[config.mk]
export PLATFORM = sky130hd
export DESIGN_NAME = dram_line_requester_flat
export DESIGN_NICKNAME = d
export VERILOG_FILES = /design/src/rtl/dram_line_requester_if.sv /design/src/rtl/dram_line_requester.sv /design/src/flat_wrapper.sv
export SDC_FILE = /design/constraint.sdc
export NUM_CORES = 1
export LEC_CHECK = 0
export ABC_CLOCK_PERIOD_IN_PS = 5000
export CAP_MARGIN = 25
export CORE_AREA = 4 4 210 212
export DETAILED_ROUTE_END_ITERATION = 10
export DIE_AREA = 0 0 214 216
export GPL_ROUTABILITY_DRIVEN = 0
export PLACE_DENSITY = 0.8
export RECOVER_POWER = 25
export SETUP_SLACK_MARGIN = 0.4
export SYNTH_ARGS = -nofsm -noshare
export SYNTH_HDL_FRONTEND = slang
export SYNTH_SLANG_ARGS = --single-unit
[constraint.sdc]
create_clock -name CLK -period 5 [get_ports CLK]
set_input_delay 1.25 -clock CLK [delete_from_list [all_inputs] [get_ports CLK]]
set_output_delay 1.25 -clock CLK [all_outputs]
set_load 0.02 [all_outputs]
[src/rtl/dram_line_requester_if.sv]
// Request/response and DRAM-side signals of the line requester, bundled for port hookup.
// slave = the requester itself; master = the cache/DRAM side that drives requests and MEM_DOUT.
interface dram_line_requester_if #(
  parameter int AWIDTH = 10,
  parameter int DWIDTH = 128
) ();
  logic              REQ_VALID;
  logic              REQ_READY;
  logic              REQ_WE;
  logic [AWIDTH-1:0] REQ_ADDR;
  logic [DWIDTH-1:0] REQ_WDATA;
  logic              RESP_VALID;
  logic              RESP_WE;
  logic [DWIDTH-1:0] RESP_RDATA;
  logic              MEM_CSN;
  logic              MEM_WEN;
  logic [AWIDTH-1:0] MEM_ADDR;
  logic [DWIDTH-1:0] MEM_DI;
  logic [DWIDTH-1:0] MEM_DOUT;

  modport slave (
    input  REQ_VALID, REQ_WE, REQ_ADDR, REQ_WDATA, MEM_DOUT,
    output REQ_READY, RESP_VALID, RESP_WE, RESP_RDATA,
           MEM_CSN, MEM_WEN, MEM_ADDR, MEM_DI
  );

  modport master (
    output REQ_VALID, REQ_WE, REQ_ADDR, REQ_WDATA, MEM_DOUT,
    input  REQ_READY, RESP_VALID, RESP_WE, RESP_RDATA,
           MEM_CSN, MEM_WEN, MEM_ADDR, MEM_DI
  );
endinterface

[src/rtl/dram_line_requester.sv]
// DRAM line requester: valid/ready line requests in, one-cycle CSN strobe out, fixed-latency completion.
// Optional macro DRAM_REQ_STATS_EN adds saturating read/write/busy counters (STAT_RD/STAT_WR/STAT_BUSY).
module dram_line_requester #(
  parameter int AWIDTH  = 10,
  parameter int DWIDTH  = 128,
  parameter int LATENCY = 8
) (
  input  logic                 CLK,
  input  logic                 RST,
  dram_line_requester_if.slave bus
`ifdef DRAM_REQ_STATS_EN
  ,
  output logic [31:0]          STAT_RD,
  output logic [31:0]          STAT_WR,
  output logic [31:0]          STAT_BUSY
`endif
);

  typedef enum logic [1:0] {S_DRAIN, S_IDLE, S_WAIT} state_t;

  localparam int CNT_W = 4;

  state_t              state_q, state_d;
  logic [CNT_W-1:0]    cnt_q, cnt_d;
  logic                ready_q, ready_d;
  logic                csn_q, csn_d;
  logic                wen_q, wen_d;
  logic [AWIDTH-1:0]   addr_q, addr_d;
  logic [DWIDTH-1:0]   di_q, di_d;
  logic                resp_valid_q, resp_valid_d;
  logic                resp_we_q, resp_we_d;
  logic [DWIDTH-1:0]   resp_rdata_q, resp_rdata_d;
  logic                cur_we_q, cur_we_d;
  logic                buf_full_q, buf_full_d;
  logic                buf_we_q, buf_we_d;
  logic [AWIDTH-1:0]   buf_addr_q, buf_addr_d;
  logic [DWIDTH-1:0]   buf_wdata_q, buf_wdata_d;

  logic                accept;
  logic                issue_en;
  logic                issue_we;
  logic [AWIDTH-1:0]   issue_addr;
  logic [DWIDTH-1:0]   issue_wdata;

  assign accept = bus.REQ_VALID && ready_q;

  always_comb begin
    state_d      = state_q;
    cnt_d        = cnt_q;
    csn_d        = 1'b1;
    wen_d        = wen_q;
    addr_d       = addr_q;
    di_d         = di_q;
    resp_valid_d = 1'b0;
    resp_we_d    = resp_we_q;
    resp_rdata_d = resp_rdata_q;
    cur_we_d     = cur_we_q;
    buf_full_d   = buf_full_q;
    buf_we_d     = buf_we_q;
    buf_addr_d   = buf_addr_q;
    buf_wdata_d  = buf_wdata_q;
    issue_en     = 1'b0;
    issue_we     = bus.REQ_WE;
    issue_addr   = bus.REQ_ADDR;
    issue_wdata  = bus.REQ_WDATA;

    case (state_q)
      S_DRAIN: begin
        if (cnt_q <= CNT_W'(1)) begin
          cnt_d   = '0;
          state_d = S_IDLE;
        end else begin
          cnt_d = cnt_q - CNT_W'(1);
        end
      end
      S_IDLE: begin
        issue_en = accept;
      end
      S_WAIT: begin
        if (cnt_q == '0) begin
          resp_valid_d = 1'b1;
          resp_we_d    = cur_we_q;
          if (!cur_we_q) begin
            resp_rdata_d = bus.MEM_DOUT;
          end
          // A queued request takes priority; otherwise a same-edge accept goes straight out.
          if (buf_full_q) begin
            issue_en    = 1'b1;
            issue_we    = buf_we_q;
            issue_addr  = buf_addr_q;
            issue_wdata = buf_wdata_q;
            buf_full_d  = 1'b0;
          end else if (accept) begin
            issue_en = 1'b1;
          end else begin
            state_d = S_IDLE;
          end
        end else begin
          cnt_d = cnt_q - CNT_W'(1);
          if (accept) begin
            buf_full_d  = 1'b1;
            buf_we_d    = bus.REQ_WE;
            buf_addr_d  = bus.REQ_ADDR;
            buf_wdata_d = bus.REQ_WDATA;
          end
        end
      end
      default: begin
        state_d = S_DRAIN;
        cnt_d   = CNT_W'(LATENCY);
      end
    endcase

    if (issue_en) begin
      csn_d    = 1'b0;
      wen_d    = ~issue_we;
      addr_d   = issue_addr;
      di_d     = issue_wdata;
      cur_we_d = issue_we;
      cnt_d    = CNT_W'(LATENCY - 1);
      state_d  = S_WAIT;
    end

    ready_d = (state_d == S_IDLE) || ((state_d == S_WAIT) && !buf_full_d);
  end

`ifdef DRAM_REQ_STATS_EN
  logic [31:0] stat_rd_q, stat_rd_d;
  logic [31:0] stat_wr_q, stat_wr_d;
  logic [31:0] stat_busy_q, stat_busy_d;

  always_comb begin
    stat_rd_d   = stat_rd_q;
    stat_wr_d   = stat_wr_q;
    stat_busy_d = stat_busy_q;
    if (resp_valid_q && !resp_we_q && (stat_rd_q != '1)) begin
      stat_rd_d = stat_rd_q + 32'd1;
    end
    if (resp_valid_q && resp_we_q && (stat_wr_q != '1)) begin
      stat_wr_d = stat_wr_q + 32'd1;
    end
    if ((state_q == S_WAIT) && (stat_busy_q != '1)) begin
      stat_busy_d = stat_busy_q + 32'd1;
    end
  end

  assign STAT_RD   = stat_rd_q;
  assign STAT_WR   = stat_wr_q;
  assign STAT_BUSY = stat_busy_q;
`endif

  always_ff @(posedge CLK) begin
    if (RST) begin
      state_q      <= S_DRAIN;
      cnt_q        <= CNT_W'(LATENCY);
      ready_q      <= 1'b0;
      csn_q        <= 1'b1;
      wen_q        <= 1'b1;
      addr_q       <= '0;
      di_q         <= '0;
      resp_valid_q <= 1'b0;
      resp_we_q    <= 1'b0;
      resp_rdata_q <= '0;
      cur_we_q     <= 1'b0;
      buf_full_q   <= 1'b0;
      buf_we_q     <= 1'b0;
      buf_addr_q   <= '0;
      buf_wdata_q  <= '0;
`ifdef DRAM_REQ_STATS_EN
      stat_rd_q    <= '0;
      stat_wr_q    <= '0;
      stat_busy_q  <= '0;
`endif
    end else begin
      state_q      <= state_d;
      cnt_q        <= cnt_d;
      ready_q      <= ready_d;
      csn_q        <= csn_d;
      wen_q        <= wen_d;
      addr_q       <= addr_d;
      di_q         <= di_d;
      resp_valid_q <= resp_valid_d;
      resp_we_q    <= resp_we_d;
      resp_rdata_q <= resp_rdata_d;
      cur_we_q     <= cur_we_d;
      buf_full_q   <= buf_full_d;
      buf_we_q     <= buf_we_d;
      buf_addr_q   <= buf_addr_d;
      buf_wdata_q  <= buf_wdata_d;
`ifdef DRAM_REQ_STATS_EN
      stat_rd_q    <= stat_rd_d;
      stat_wr_q    <= stat_wr_d;
      stat_busy_q  <= stat_busy_d;
`endif
    end
  end

  assign bus.REQ_READY  = ready_q;
  assign bus.RESP_VALID = resp_valid_q;
  assign bus.RESP_WE    = resp_we_q;
  assign bus.RESP_RDATA = resp_rdata_q;
  assign bus.MEM_CSN    = csn_q;
  assign bus.MEM_WEN    = wen_q;
  assign bus.MEM_ADDR   = addr_q;
  assign bus.MEM_DI     = di_q;

endmodule
[src/flat_wrapper.sv]
// flat-port wrapper written by rule: the top's interface ports become plain ports
module dram_line_requester_flat 
#(
  parameter int AWIDTH  = 10,
  parameter int DWIDTH  = 128,
  parameter int LATENCY = 8
)
  (CLK, RST, bus_REQ_VALID, bus_REQ_WE, bus_REQ_ADDR, bus_REQ_WDATA, bus_MEM_DOUT, bus_REQ_READY, bus_RESP_VALID, bus_RESP_WE, bus_RESP_RDATA, bus_MEM_CSN, bus_MEM_WEN, bus_MEM_ADDR, bus_MEM_DI);
  dram_line_requester_if #(.AWIDTH(AWIDTH), .DWIDTH(DWIDTH)) bus_i ();
  input  logic CLK;
  input  logic RST;
  input wire logic [$bits(bus_i.REQ_VALID)-1:0] bus_REQ_VALID;
  input wire logic [$bits(bus_i.REQ_WE)-1:0] bus_REQ_WE;
  input wire logic [$bits(bus_i.REQ_ADDR)-1:0] bus_REQ_ADDR;
  input wire logic [$bits(bus_i.REQ_WDATA)-1:0] bus_REQ_WDATA;
  input wire logic [$bits(bus_i.MEM_DOUT)-1:0] bus_MEM_DOUT;
  output wire logic [$bits(bus_i.REQ_READY)-1:0] bus_REQ_READY;
  output wire logic [$bits(bus_i.RESP_VALID)-1:0] bus_RESP_VALID;
  output wire logic [$bits(bus_i.RESP_WE)-1:0] bus_RESP_WE;
  output wire logic [$bits(bus_i.RESP_RDATA)-1:0] bus_RESP_RDATA;
  output wire logic [$bits(bus_i.MEM_CSN)-1:0] bus_MEM_CSN;
  output wire logic [$bits(bus_i.MEM_WEN)-1:0] bus_MEM_WEN;
  output wire logic [$bits(bus_i.MEM_ADDR)-1:0] bus_MEM_ADDR;
  output wire logic [$bits(bus_i.MEM_DI)-1:0] bus_MEM_DI;
  assign bus_i.REQ_VALID = bus_REQ_VALID;
  assign bus_i.REQ_WE = bus_REQ_WE;
  assign bus_i.REQ_ADDR = bus_REQ_ADDR;
  assign bus_i.REQ_WDATA = bus_REQ_WDATA;
  assign bus_i.MEM_DOUT = bus_MEM_DOUT;
  assign bus_REQ_READY = bus_i.REQ_READY;
  assign bus_RESP_VALID = bus_i.RESP_VALID;
  assign bus_RESP_WE = bus_i.RESP_WE;
  assign bus_RESP_RDATA = bus_i.RESP_RDATA;
  assign bus_MEM_CSN = bus_i.MEM_CSN;
  assign bus_MEM_WEN = bus_i.MEM_WEN;
  assign bus_MEM_ADDR = bus_i.MEM_ADDR;
  assign bus_MEM_DI = bus_i.MEM_DI;
  dram_line_requester #(.AWIDTH(AWIDTH), .DWIDTH(DWIDTH), .LATENCY(LATENCY)) u_core (.CLK(CLK), .RST(RST), .bus(bus_i));
endmodule
Word level (Yosys, flattened, before mapping)
Cells that the tools add are included.
Widths: inputs -> output; s select.
{"block": "classes", "n_eq_ne": 6, "bitwise": 4, "n_addsub": 1, "n_reduce_logical": 11, "muxes": 28, "order_cmp": 1}
{"cell": "$mux 128", "n": 3}
{"cell": "$mux 10", "n": 3}
{"cell": "$mux 4", "n": 3}
{"cell": "$pmux 4 s3", "n": 1}
{"cell": "$mux 1", "n": 11}
{"cell": "$mux 2", "n": 5}
{"cell": "$pmux 2 s3", "n": 1}
{"cell": "$reduce_and 3->1", "n": 2}
{"cell": "$eq 2x1->1 const B", "n": 2}
{"cell": "$eq 2x2->1 const B", "n": 2}
{"cell": "$le 4x1->1 const B", "n": 1}
{"cell": "$logic_not 4->1", "n": 1}
{"cell": "$not 1->1", "n": 4}
{"cell": "$reduce_and 2->1", "n": 2}
{"cell": "$sub 4x1->4 const B", "n": 1}
{"cell": "$ne 3x2->1 const B", "n": 1}
{"cell": "$logic_and 1x1->1", "n": 2}
{"cell": "$logic_not 2->1", "n": 1}
{"cell": "$ne 2x1->1 const B", "n": 1}
{"cell": "$pmux 1 s2", "n": 1}
{"cell": "$reduce_or 2->1", "n": 1}
{"cell": "$logic_not 1->1", "n": 1}
{"cell": "$logic_or 1x1->1", "n": 1}
{"block": "word_totals", "reg_bits": 418, "elab_cells": 66}

Logic depth before layout (Yosys ltp)
Gate-level depths: netlist (run 1).
{"block": "depth", "depth_word": 9, "mapped_depth": 11, "ltp_nobuf": 7}

Worst setup path after synthesis (run 1)
No wires, ideal clock.
{"block": "synth_path", "path_kind": "input to register", "startpoint": "in bus_REQ_VALID", "endpoint": "reg u_core.ready_q, in the netlist u_core.bus.REQ_READY", "path_stages": 5, "path_slack_ns": 2.643, "t_arrival_ns": 2.282, "cell_sequence": "a21oi_1 -> nand4_1 -> and3_1 -> or4_1 -> o22ai_1"}
{"block": "synth_between", "elab_chain_len": 9, "word_cells_on_any_way": 18, "classes_between": "eq/ne: 2; mux: 12; reduce/logical: 4"}
{"element": "start, declared", "line_no": "flat_wrapper.sv:12", "text": "input wire logic [$bits(bus_i.REQ_VALID)-1:0] bus_REQ_VALID;"}
{"element": "$logic_and 1x1->1 (*)", "line_no": "dram_line_requester.sv:45", "text": "assign accept = bus.REQ_VALID && ready_q;"}
{"element": "$mux 2 or $mux 1 (tied branches)", "line_no": "dram_line_requester.sv:93", "text": "end else if (accept) begin"}
{"element": "$mux 2 or $mux 1 (tied branches)", "line_no": "dram_line_requester.sv:87", "text": "if (buf_full_q) begin"}
{"element": "$mux 2 or $mux 1 (tied branches)", "line_no": "dram_line_requester.sv:80", "text": "if (cnt_q == '0) begin"}
{"element": "$pmux 2 s3 or $pmux 1 s2 (tied branches)", "line_no": "dram_line_requester.sv:67", "text": "case (state_q)"}
{"element": "$mux 2", "line_no": "dram_line_requester.sv:114", "text": "if (issue_en) begin"}
{"element": "$eq 2x2->1", "line_no": "dram_line_requester.sv:124", "text": "ready_d = (state_d == S_IDLE) || ((state_d == S_WAIT) && !buf_full_d);"}
{"element": "$logic_and 1x1->1", "line_no": "dram_line_requester.sv:124"}
{"element": "$logic_or 1x1->1 (*)", "line_no": "dram_line_requester.sv:124"}
{"element": "end signal, assigned", "line_no": "dram_line_requester.sv:177", "text": "ready_q <= ready_d;"}
{"element": "end, declared", "line_no": "dram_line_requester.sv:25", "text": "logic ready_q, ready_d;"}
Mark *: on every way between the ends. The rest lies on a longest branch, timed or not.
A chain may end at the register's enable or synchronous reset.

Worst setup path after layout (run 1)
{"block": "layout_path", "startpoint": "reg u_core.state_q[0]", "endpoint": "reg u_core.resp_rdata_q[28], in the netlist u_core.bus.RESP_RDATA[28]"}
{"block": "layout_between", "elab_chain_len": 2}
{"element": "start, declared", "line_no": "dram_line_requester.sv:23", "text": "state_t state_q, state_d;"}
{"element": "start signal, assigned", "line_no": "dram_line_requester.sv:175", "text": "state_q <= state_d;"}
{"element": "$eq 2x2->1", "line_no": "dram_line_requester.sv:67"}
{"element": "$reduce_and 3->1 (no source line)"}
{"element": "end signal, assigned", "line_no": "dram_line_requester.sv:184", "text": "resp_rdata_q <= resp_rdata_d;"}
{"element": "end, declared", "line_no": "dram_line_requester.sv:32", "text": "logic [DWIDTH-1:0] resp_rdata_q, resp_rdata_d;"}
Every way passes these cells.

==> impl_metrics.xml, run 1 <==
<?xml version="1.0" encoding="UTF-8"?>
<metrics>
  <group name="place">
    <metric name="placement.cell_area" unit="mm^2">0.02190</metric>
    <metric name="dpl.cell_count" unit="">2806</metric>
    <metric name="io_buffers" unit="">540</metric>
    <metric name="hpwlAfterDp" unit="um">36100</metric>
  </group>
  <group name="power_and_ir_drop">
    <metric name="worst_ir_drop_on_vdd" unit="mV">0.2451</metric>
    <metric name="power-per-cell-area" unit="mW/mm^2">325.0</metric>
    <metric name="p_leak" unit="uW">0.008565</metric>
  </group>
  <group name="sta">
    <metric name="rsz_0062_raised_after_global_routing" unit="">false</metric>
    <metric name="final_period_minus_worst_setup_slack" unit="ns">3.821</metric>
    <metric name="count_of_final_setup_violators" unit="">0</metric>
    <metric name="fin_setup_tns" unit="ns">0</metric>
    <metric name="post-route-period-util" unit="%">76.41</metric>
    <metric name="final_max_slew_viol_count" unit="">38</metric>
    <metric name="timing.max_slew.rel_slack" unit="%">-3.213</metric>
    <metric name="timing_hold_violations_final" unit="">0</metric>
    <metric name="finalHoldWorstSlack" unit="ns">0.4512</metric>
    <metric name="worst_tran_pin_value" unit="ns">1.548</metric>
    <metric name="clock.fmax" unit="MHz">261.7</metric>
    <metric name="worst_clock_skew" unit="ns">0.01600</metric>
  </group>
  <group name="clock_network">
    <metric name="worstSkewPairLatency" unit="ns">0.57</metric>
    <metric name="cts_setup_buffers" unit="">0</metric>
    <metric name="ctsResizeCount" unit="">0</metric>
    <metric name="ctsLongestPathBuffers" unit="">3</metric>
    <metric name="cts.reportedPaths.clkPinSlew" unit="ns">0.06</metric>
    <metric name="cts_buffer_count" unit="">45</metric>
    <metric name="cts_num_sinks" unit="">418</metric>
    <metric name="cts_htree_levels" unit="">2</metric>
    <metric name="hold_buffers_post_cts" unit="">0</metric>
    <metric name="tritoncts" unit="">done</metric>
    <metric name="clockRootBuffer" unit="">clkbuf_16</metric>
  </group>
  <group name="layout">
    <metric name="mostFrequentLayoutCell" unit="">nand2_1</metric>
    <metric name="final.fill_count" unit="">3599</metric>
    <metric name="most_frequent_cells_in_the_layout" unit="">538 x nand2_1, 536 x clkdlybuf4s50_1, 418 x dfxtp_1</metric>
    <metric name="final_util" unit="%">55.83</metric>
    <metric name="area.growth.synth_to_final" unit="%">44.35</metric>
    <metric name="final_layout_size_suffix_gt1_share" unit="%">7.705</metric>
    <metric name="post_layout_nonfiller_instances" unit="">2890</metric>
    <metric name="multi_input_area" unit="mm^2">0.007184</metric>
    <metric name="design.final.nets" unit="">2593</metric>
    <metric name="layout.cell_area.non_filler" unit="mm^2">0.02342</metric>
    <metric name="register_area" unit="mm^2">0.008368</metric>
  </group>
  <group name="logic_synthesis">
    <metric name="synth.ff_latch_count" unit="">418</metric>
    <metric name="synth.area.top_cells" unit="">dfxtp_1 52%, nand2_1 12%, mux2i_1 8.6%</metric>
    <metric name="ys_warns" unit="">0</metric>
    <metric name="syn_area" unit="mm^2">0.01622</metric>
    <metric name="dominantRegCellSynth" unit="">dfxtp_1</metric>
    <metric name="synthSimpleGateAreaFrac" unit="%">16.65</metric>
    <metric name="post_synth_edffs" unit="">0</metric>
    <metric name="synth_top_area_cell" unit="">dfxtp_1</metric>
    <metric name="post_synth_mux_area_share" unit="%">8.576</metric>
    <metric name="synth_cells" unit="">1860</metric>
    <metric name="main_combinational_cell_family_by_area_after_synthesis" unit="">compound AO/OA/AOI/OAI gates</metric>
    <metric name="synthXorXnorAreaFrac" unit="%">0.05398</metric>
    <metric name="postSynthAreaPerCell" unit="um^2">8.723</metric>
    <metric name="postSynthNetCount" unit="">2138</metric>
    <metric name="synth-compound-area-share" unit="%">18.16</metric>
    <metric name="area_fraction_of_the_dominant_cell_type_after_synthesis" unit="%">51.58</metric>
    <metric name="synth_fa_ha_area_share" unit="%">0.6170</metric>
    <metric name="synth-seq-area-share" unit="%">51.58</metric>
    <metric name="synth-async-reset-ratio" unit="%">0</metric>
    <metric name="post_synth_num_cell_types" unit="">42</metric>
  </group>
  <group name="job">
    <metric name="max_cap_violations" unit="">1</metric>
  </group>
  <group name="die">
    <metric name="pin_count" unit="">541</metric>
    <metric name="fp.coreArea" unit="mm^2">0.04195</metric>
    <metric name="floorplan.initialDensity" unit="%">38.68</metric>
    <metric name="die_height" unit="um">216</metric>
    <metric name="dieArea" unit="mm^2">0.04622</metric>
    <metric name="die_x" unit="um">214</metric>
    <metric name="placement_rows" unit="">75</metric>
  </group>
  <group name="global_routing">
    <metric name="use_met1" unit="%">22.73</metric>
    <metric name="grt_max_degree" unit="">140</metric>
    <metric name="antenna_found_initial" unit="">3</metric>
    <metric name="grt_pass1_wl" unit="um">79660</metric>
    <metric name="grtUsageMet2" unit="%">38.91</metric>
    <metric name="grtUsageMet3" unit="%">6.821</metric>
    <metric name="grtUsageTotal" unit="%">21.13</metric>
    <metric name="grt_most_used_layer" unit="">met2</metric>
    <metric name="global_route.overflow_total" unit="">0</metric>
    <metric name="vias_in_the_first_global_route" unit="">14530</metric>
  </group>
  <group name="worst_setup_path">
    <metric name="cp.required" unit="ns">5.50</metric>
    <metric name="critical_path.endpoint_type" unit="">register</metric>
    <metric name="worst_setup_path_start_kind" unit="">register</metric>
    <metric name="path_class" unit="">reg -&gt; reg</metric>
    <metric name="worstPathArrival" unit="ns">4.32</metric>
    <metric name="worstPathMaxFanout" unit="">92</metric>
  </group>
  <group name="route">
    <metric name="drtPass1Iterations" unit="">5</metric>
    <metric name="post_drt_via_cell_ratio" unit="">5.105</metric>
    <metric name="wl" unit="um">51940</metric>
    <metric name="wire_per_inst" unit="um">17.97</metric>
    <metric name="via_count" unit="">14750</metric>
    <metric name="drt_iter0_markers" unit="">1146</metric>
    <metric name="route.antenna.remaining_nets" unit="">0</metric>
    <metric name="drc" unit="">0</metric>
  </group>
  <group name="outcome">
    <metric name="violations" unit="">max-capacitance violations, max-slew violations</metric>
    <metric name="run_status" unit="">complete, but fails checks</metric>
  </group>
  <group name="worst_hold_path">
    <metric name="hold_path_class" unit="">reg -&gt; reg</metric>
  </group>
</metrics>
==> final timing paths <==
check                                              from                   endpoint  slack, ns  depth (start not counted)
worst max-delay path                  u_core.state_q[0]  u_core.bus.RESP_RDATA[28]       1.18                          8
worst min-delay path            u_core.buf_wdata_q[111]    u_core.buf_wdata_q[111]       0.45                          2
worst max register to register        u_core.state_q[0]  u_core.bus.RESP_RDATA[28]       1.18                          8
worst min register to register  u_core.buf_wdata_q[111]    u_core.buf_wdata_q[111]       0.45                          2
==> synthesized netlist by cell type (2+ instances only) <==
library cell,instances
buf_6,3
buf_2,59
inv_1,6
nand2b_1,2
nor2_1,146
dfxtp_1,418
nand3b_1,2
a21o_1,2
mux2i_1,139
o21ai_0,3
nor3_1,2
a211oi_2,80
nand2_1,538
ha_1,8
buf_1,6
a21oi_1,274
buf_4,4
nand4_1,2
a31oi_1,3
clkbuf_1,81
a211oi_1,59
nand3_1,3
==> critical path, cell delays in order, from the launching register on <==
cell and delay [ns]:
dfxtp_1 0.42, inv_1 0.09, ha_1 0.32, and4bb_1 0.43
nand2b_4 0.13, clkbuf_4 0.75, clkbuf_1 1.19, nand2_1 0.16
a21oi_1 0.20
==> kinds of logic after synthesis <==
family / after synthesis
flip-flops: 418
AO/OA/AOI/OAI: 431
multiplexers: 139
adder cells (fa/ha/maj): 8
XOR/XNOR: 1
AND/OR/NAND/NOR: 704
buffers and inverters: 159
==> flip-flops by register name, summed over array words and instances (netlist names), 2 cells and up <==
name and flops:
u_core.buf_wdata_q 128, u_core.bus.MEM_DI 128, u_core.bus.RESP_RDATA 128, u_core.buf_addr_q 10, u_core.bus.MEM_ADDR 10, u_core.cnt_q 4
u_core.state_q 2
==> final cells by class <==
class                   count  area share (%)
flip-flops and latches    418           35.73
multi-input cells        1283           30.68
repair buffers            561           24.13
clock buffers              62           5.561
well taps                 539           2.880
clock inverters            19          0.9029
inverters                   6         0.09616
diodes                      2         0.02137
==> through the flow <==
stage               power (uW)  worst slack, ns
floorplan                 3883            2.643
global placement          4257            1.841
detailed placement        4288            1.749
CTS                       7685            1.736
global route              7900           0.8088
finish                    7611            1.179
==> metal layers <==
layer / vias up / share of wire, % / wire, um
met3: 93 / 7.5 / 3917
met4: 4 / 3.5 / 1798
met2: 501 / 51 / 26740
li1: 7180 / - / -
met1: 6975 / 37 / 19460
met5: - / 0.042 / 22
==> power breakdown <==
part	leakage [uW]	switching, uW	internal (uW)	total [uW]
Combinational	0.00445	378	403	781
Sequential	0.00337	52.6	3390	3440
Clock	0.000748	1360	2030	3390
Total	0.00857	1790	5820	7610
No activity file was read; power rests on OpenSTA's default activity.
==> run 2, diff against run 1 <==
Settings changed: ABC_CLOCK_PERIOD_IN_PS 5000 to 3700.
Clock period 5 ns to 3.7 ns, I/O delays scaled along.
==> impl_metrics.xml, run 2 (synthesis gave the netlist of run 1 again) <==
<?xml version="1.0" encoding="UTF-8"?>
<metrics>
  <group name="outcome">
    <metric name="run_status" unit="">complete, but fails checks</metric>
    <metric name="violations" unit="">max-capacitance violations, max-slew violations</metric>
  </group>
  <group name="layout">
    <metric name="mostFrequentLayoutCell" unit="">nand2_1</metric>
    <metric name="final_layout_size_suffix_gt1_share" unit="%">7.891</metric>
    <metric name="design.final.nets" unit="">2601</metric>
    <metric name="most_frequent_cells_in_the_layout" unit="">538 x nand2_1, 512 x clkdlybuf4s50_1, 418 x dfxtp_1</metric>
    <metric name="post_layout_nonfiller_instances" unit="">2897</metric>
    <metric name="layout.cell_area.non_filler" unit="mm^2">0.02350</metric>
    <metric name="area.growth.synth_to_final" unit="%">44.85</metric>
  </group>
  <group name="route">
    <metric name="wl" unit="um">52280</metric>
    <metric name="post_drt_via_cell_ratio" unit="">5.084</metric>
    <metric name="route.antenna.remaining_nets" unit="">0</metric>
    <metric name="via_count" unit="">14730</metric>
    <metric name="drt_iter0_markers" unit="">1007</metric>
    <metric name="drtPass1Iterations" unit="">5</metric>
    <metric name="drc" unit="">0</metric>
    <metric name="wire_per_inst" unit="um">18.05</metric>
  </group>
  <group name="global_routing">
    <metric name="grt_max_degree" unit="">120</metric>
    <metric name="antenna_found_initial" unit="">2</metric>
    <metric name="grt_pass1_wl" unit="um">80100</metric>
    <metric name="vias_in_the_first_global_route" unit="">14470</metric>
    <metric name="global_route.overflow_total" unit="">0</metric>
    <metric name="grtUsageTotal" unit="%">21.24</metric>
  </group>
  <group name="clock_network">
    <metric name="cts_num_sinks" unit="">418</metric>
    <metric name="ctsLongestPathBuffers" unit="">3</metric>
    <metric name="cts_htree_levels" unit="">2</metric>
    <metric name="worstSkewPairLatency" unit="ns">0.57</metric>
    <metric name="cts.reportedPaths.clkPinSlew" unit="ns">0.06</metric>
    <metric name="clockRootBuffer" unit="">clkbuf_16</metric>
    <metric name="hold_buffers_post_cts" unit="">0</metric>
    <metric name="ctsResizeCount" unit="">0</metric>
    <metric name="tritoncts" unit="">done</metric>
    <metric name="cts_setup_buffers" unit="">0</metric>
    <metric name="cts_buffer_count" unit="">45</metric>
  </group>
  <group name="sta">
    <metric name="worst_tran_pin_value" unit="ns">1.917</metric>
    <metric name="count_of_final_setup_violators" unit="">0</metric>
    <metric name="timing_hold_violations_final" unit="">0</metric>
    <metric name="final_period_minus_worst_setup_slack" unit="ns">3.228</metric>
    <metric name="worst_clock_skew" unit="ns">0.01595</metric>
    <metric name="rsz_0062_raised_after_global_routing" unit="">false</metric>
    <metric name="post-route-period-util" unit="%">87.25</metric>
    <metric name="timing.max_slew.rel_slack" unit="%">-27.81</metric>
    <metric name="final_max_slew_viol_count" unit="">77</metric>
    <metric name="fin_setup_tns" unit="ns">0</metric>
    <metric name="clock.fmax" unit="MHz">309.8</metric>
  </group>
  <group name="die">
    <metric name="die_height" unit="um">216</metric>
    <metric name="die_x" unit="um">214</metric>
    <metric name="dieArea" unit="mm^2">0.04622</metric>
    <metric name="fp.coreArea" unit="mm^2">0.04195</metric>
    <metric name="placement_rows" unit="">75</metric>
    <metric name="floorplan.initialDensity" unit="%">38.68</metric>
    <metric name="pin_count" unit="">541</metric>
  </group>
  <group name="power_and_ir_drop">
    <metric name="power-per-cell-area" unit="mW/mm^2">432.6</metric>
    <metric name="worst_ir_drop_on_vdd" unit="mV">0.3777</metric>
    <metric name="p_leak" unit="uW">0.008689</metric>
  </group>
  <group name="place">
    <metric name="placement.cell_area" unit="mm^2">0.02207</metric>
    <metric name="io_buffers" unit="">540</metric>
    <metric name="dpl.cell_count" unit="">2815</metric>
    <metric name="hpwlAfterDp" unit="um">36780</metric>
  </group>
  <group name="worst_setup_path">
    <metric name="path_class" unit="">in -&gt; reg</metric>
    <metric name="cp.required" unit="ns">4.08</metric>
    <metric name="critical_path.endpoint_type" unit="">register</metric>
    <metric name="worstPathArrival" unit="ns">3.61</metric>
    <metric name="worst_setup_path_start_kind" unit="">input port</metric>
    <metric name="worstPathMaxFanout" unit="">79</metric>
  </group>
  <group name="worst_hold_path">
    <metric name="hold_path_class" unit="">reg -&gt; reg</metric>
  </group>
  <group name="job">
    <metric name="max_cap_violations" unit="">1</metric>
  </group>
</metrics>
[run 2: through the flow]
step                hold WS (ns)  setup slack, ns  power [uW]  util, %
floorplan                 0.4357            1.668        5247        -
global placement          0.4407           0.8494        5751    52.61
detailed placement        0.4456           0.7319        5791    52.61
CTS                       0.4538           0.7944       10280    56.14
global route              0.4697           0.2989       10550    56.02
finish                    0.4505           0.4717       10170    56.03
[run 2: critical path, cell delays in order]
cell	delay [ns]
clkbuf_2	1.33
clkbuf_4	1.11
a21oi_1	0.11
[run 2: report_power, final]
group	leakage, uW	internal, uW	total (uW)	switching [uW]
sequential	0.00337	4580	4650	72.8
combinational	0.00459	539	1040	502
clock	0.000732	2650	4470	1820
total	0.00869	7770	10200	2400
[run 2: worst paths after layout]
| check | start | endpoint | slack, ns | depth (start not counted) |
|---|---|---|---|---|
| max reg2reg | u_core.cnt_q[0] | u_core.buf_wdata_q[91] | 0.76 | 7 |
| min reg2reg | u_core.bus.RESP_RDATA[81] | u_core.bus.RESP_RDATA[81] | 0.45 | 2 |
| min | u_core.bus.RESP_RDATA[81] | u_core.bus.RESP_RDATA[81] | 0.45 | 2 |
| max | RST | u_core.buf_wdata_q[38] | 0.47 | 3 |
[run 2: final cells by class]
| cell class | count | area (um^2) |
|---|---|---|
| fillers | 3582 | 18450 |
| diodes | 1 | 2.502 |
| clock inverters | 15 | 142.6 |
| well taps | 539 | 674.4 |
| inverters | 6 | 22.52 |
| repair buffers | 569 | 5767 |
| clock buffers | 66 | 1338 |
| multi-input cells | 1283 | 7187 |
| flip-flops and latches | 418 | 8368 |
[run 2: per-layer routing]
layer | track usage, % | wire [um] | up-vias
met5 | 0 | 13 | -
met4 | 9.596 | 2413 | 2
met3 | 7.342 | 4125 | 116
met2 | 37.70 | 26460 | 524
met1 | 22.93 | 19260 | 6903
li1 | - | - | 7183
==> run 3, diff against run 2 <==
Settings changed: PLACE_DENSITY 0.8 to unset, PLACE_DENSITY_LB_ADDON set to 0.3, RECOVER_POWER 25 to 100, SLEW_MARGIN set to 20.
==> impl_metrics.xml, run 3 (synthesis gave the netlist of run 1 again) <==
<?xml version="1.0" encoding="UTF-8"?>
<metrics>
  <group name="worst_hold_path">
    <metric name="hold_path_class" unit="">reg -&gt; reg</metric>
  </group>
  <group name="clock_network">
    <metric name="worstSkewPairLatency" unit="ns">0.57</metric>
    <metric name="ctsResizeCount" unit="">0</metric>
    <metric name="tritoncts" unit="">done</metric>
    <metric name="cts_htree_levels" unit="">2</metric>
    <metric name="hold_buffers_post_cts" unit="">0</metric>
    <metric name="clockRootBuffer" unit="">clkbuf_16</metric>
    <metric name="ctsLongestPathBuffers" unit="">3</metric>
    <metric name="cts_num_sinks" unit="">418</metric>
    <metric name="cts_buffer_count" unit="">46</metric>
    <metric name="cts.reportedPaths.clkPinSlew" unit="ns">0.06</metric>
    <metric name="cts_setup_buffers" unit="">0</metric>
  </group>
  <group name="global_routing">
    <metric name="grtUsageMet3" unit="%">6.667</metric>
    <metric name="vias_in_the_first_global_route" unit="">14490</metric>
    <metric name="antenna_found_initial" unit="">6</metric>
    <metric name="grt_max_degree" unit="">129</metric>
    <metric name="grt_pass1_wl" unit="um">81100</metric>
    <metric name="grtUsageTotal" unit="%">21.61</metric>
    <metric name="global_route.overflow_total" unit="">0</metric>
    <metric name="grtUsageMet2" unit="%">39.05</metric>
    <metric name="use_met1" unit="%">23.93</metric>
    <metric name="grt_most_used_layer" unit="">met2</metric>
  </group>
  <group name="route">
    <metric name="drtPass1Iterations" unit="">7</metric>
    <metric name="wire_per_inst" unit="um">18.32</metric>
    <metric name="post_drt_via_cell_ratio" unit="">5.033</metric>
    <metric name="wl" unit="um">53060</metric>
    <metric name="via_count" unit="">14580</metric>
    <metric name="drt_iter0_markers" unit="">965</metric>
    <metric name="drc" unit="">0</metric>
    <metric name="route.antenna.remaining_nets" unit="">0</metric>
  </group>
  <group name="worst_setup_path">
    <metric name="path_class" unit="">reg -&gt; reg</metric>
    <metric name="worstPathArrival" unit="ns">3.61</metric>
    <metric name="cp.required" unit="ns">4.16</metric>
    <metric name="worst_path_most_repeated_cell" unit="">buf_12</metric>
    <metric name="crit_chain" unit="">inv_1 -&gt; ha_1 -&gt; and4bb_1 -&gt; nor2_2 -&gt; o21ai_0 -&gt; buf_12 -&gt; buf_12 -&gt; nor2_1 -&gt; a211oi_1</metric>
    <metric name="cpLargestDelayFamily" unit="">compound AO/OA/AOI/OAI gates</metric>
    <metric name="crit_buf_inv" unit="">3</metric>
    <metric name="timing.critical_path.slowest_cell_delay" unit="ns">0.60</metric>
    <metric name="critical_path.endpoint_type" unit="">register</metric>
    <metric name="slowest_stage" unit="">and4bb_1</metric>
    <metric name="worstPathMaxFanout" unit="">100</metric>
    <metric name="worst_setup_path_start_kind" unit="">register</metric>
  </group>
  <group name="place">
    <metric name="io_buffers" unit="">540</metric>
    <metric name="dpl.cell_count" unit="">2809</metric>
    <metric name="hpwlAfterDp" unit="um">37070</metric>
    <metric name="placement.cell_area" unit="mm^2">0.02201</metric>
  </group>
  <group name="layout">
    <metric name="final.fill_count" unit="">3734</metric>
    <metric name="area.growth.synth_to_final" unit="%">43.97</metric>
    <metric name="post_layout_nonfiller_instances" unit="">2896</metric>
    <metric name="most_frequent_cells_in_the_layout" unit="">538 x nand2_1, 418 x dfxtp_1, 274 x a21oi_1</metric>
    <metric name="register_area" unit="mm^2">0.008368</metric>
    <metric name="design.final.nets" unit="">2596</metric>
    <metric name="multi_input_area" unit="mm^2">0.007028</metric>
    <metric name="final_util" unit="%">55.68</metric>
    <metric name="final_layout_size_suffix_gt1_share" unit="%">6.417</metric>
    <metric name="layout.cell_area.non_filler" unit="mm^2">0.02336</metric>
    <metric name="mostFrequentLayoutCell" unit="">nand2_1</metric>
  </group>
  <group name="die">
    <metric name="die_x" unit="um">214</metric>
    <metric name="pin_count" unit="">541</metric>
    <metric name="dieArea" unit="mm^2">0.04622</metric>
    <metric name="floorplan.initialDensity" unit="%">38.68</metric>
    <metric name="die_height" unit="um">216</metric>
    <metric name="fp.coreArea" unit="mm^2">0.04195</metric>
    <metric name="placement_rows" unit="">75</metric>
  </group>
  <group name="power_and_ir_drop">
    <metric name="power_frac_seq" unit="%">45.7</metric>
    <metric name="power-per-cell-area" unit="mW/mm^2">435.3</metric>
    <metric name="p_comb_share" unit="%">10.0</metric>
    <metric name="sw_frac_of_total" unit="%">23.39</metric>
    <metric name="power.internal" unit="uW">7791</metric>
    <metric name="worst_ir_drop_on_vdd" unit="mV">0.3780</metric>
    <metric name="power.share.clock" unit="%">44.3</metric>
    <metric name="p_leak" unit="uW">0.009525</metric>
    <metric name="total_switching_power" unit="uW">2378</metric>
  </group>
  <group name="sta">
    <metric name="post-route-period-util" unit="%">85.07</metric>
    <metric name="rsz_0062_raised_after_global_routing" unit="">false</metric>
    <metric name="count_of_final_setup_violators" unit="">0</metric>
    <metric name="clock.fmax" unit="MHz">317.7</metric>
    <metric name="fin_setup_tns" unit="ns">0</metric>
    <metric name="worst_clock_skew" unit="ns">0.01255</metric>
    <metric name="final_max_slew_viol_count" unit="">36</metric>
    <metric name="finalHoldWorstSlack" unit="ns">0.4484</metric>
    <metric name="timing.max_slew.rel_slack" unit="%">-6.298</metric>
    <metric name="worst_tran_pin_value" unit="ns">1.594</metric>
    <metric name="timing_hold_violations_final" unit="">0</metric>
    <metric name="final_period_minus_worst_setup_slack" unit="ns">3.148</metric>
  </group>
  <group name="job">
    <metric name="max_cap_violations" unit="">1</metric>
  </group>
  <group name="outcome">
    <metric name="violations" unit="">max-capacitance violations, max-slew violations</metric>
    <metric name="run_status" unit="">complete, but fails checks</metric>
  </group>
</metrics>
[run 3: area by class of cell]
| cell class | instances | share of cell area, % |
|---|---|---|
| inverter | 6 | 0.09642 |
| antenna | 4 | 0.04285 |
| tap | 539 | 2.887 |
| multi-input combinational | 1283 | 30.09 |
| timing repair buffer | 563 | 24.64 |
| clock inverter | 11 | 0.3750 |
| sequential | 418 | 35.83 |
| clock buffer | 72 | 6.048 |
[run 3: per-stage QoR]
stage / setup slack, ns / total power, uW
2_1_floorplan: 1.668 / 5247
3_3_place_gp: 0.8816 / 5765
3_5_place_dp: 0.7998 / 5790
4_1_cts: 0.8659 / 10340
5_1_grt: 0.3074 / 10560
6_report: 0.5524 / 10170
[run 3: power groups by stage]
stage / clock, uW / combinational, uW / sequential, uW
3_5_place_dp: 0 / 1040 / 4750
6_report: 4510 / 1010 / 4650
4_1_cts: 4640 / 1050 / 4650
3_3_place_gp: 0 / 1020 / 4740
5_1_grt: 4810 / 1100 / 4660
2_1_floorplan: 0 / 451 / 4800
[run 3: worst paths after layout]
path	startpoint	endpoint	slack (ns)	cells past startpoint
max reg2reg	u_core.state_q[0]	u_core.bus.MEM_DI[19]	0.55	9
min reg2reg	u_core.bus.RESP_RDATA[59]	u_core.bus.RESP_RDATA[59]	0.45	2
max	u_core.state_q[0]	u_core.bus.MEM_DI[19]	0.55	9
min	u_core.bus.RESP_RDATA[59]	u_core.bus.RESP_RDATA[59]	0.45	2
[run 3: layer usage]
metal  share of wire (%)  vias to the layer above
li1                    -                     7191
met1                  38                     6876
met2                  52                      419
met3                 7.2                       86
met4                 3.1                        4
met5               0.051                        -
[run 3: worst reg2reg max path, cell delays in order (launching register included)]
cell and delay, ns:
dfxtp_1 0.35, inv_1 0.10, ha_1 0.33, and4bb_1 0.60, nor2_2 0.10, o21ai_0 0.53, buf_12 0.25, buf_12 0.36
nor2_1 0.16, a211oi_1 0.26
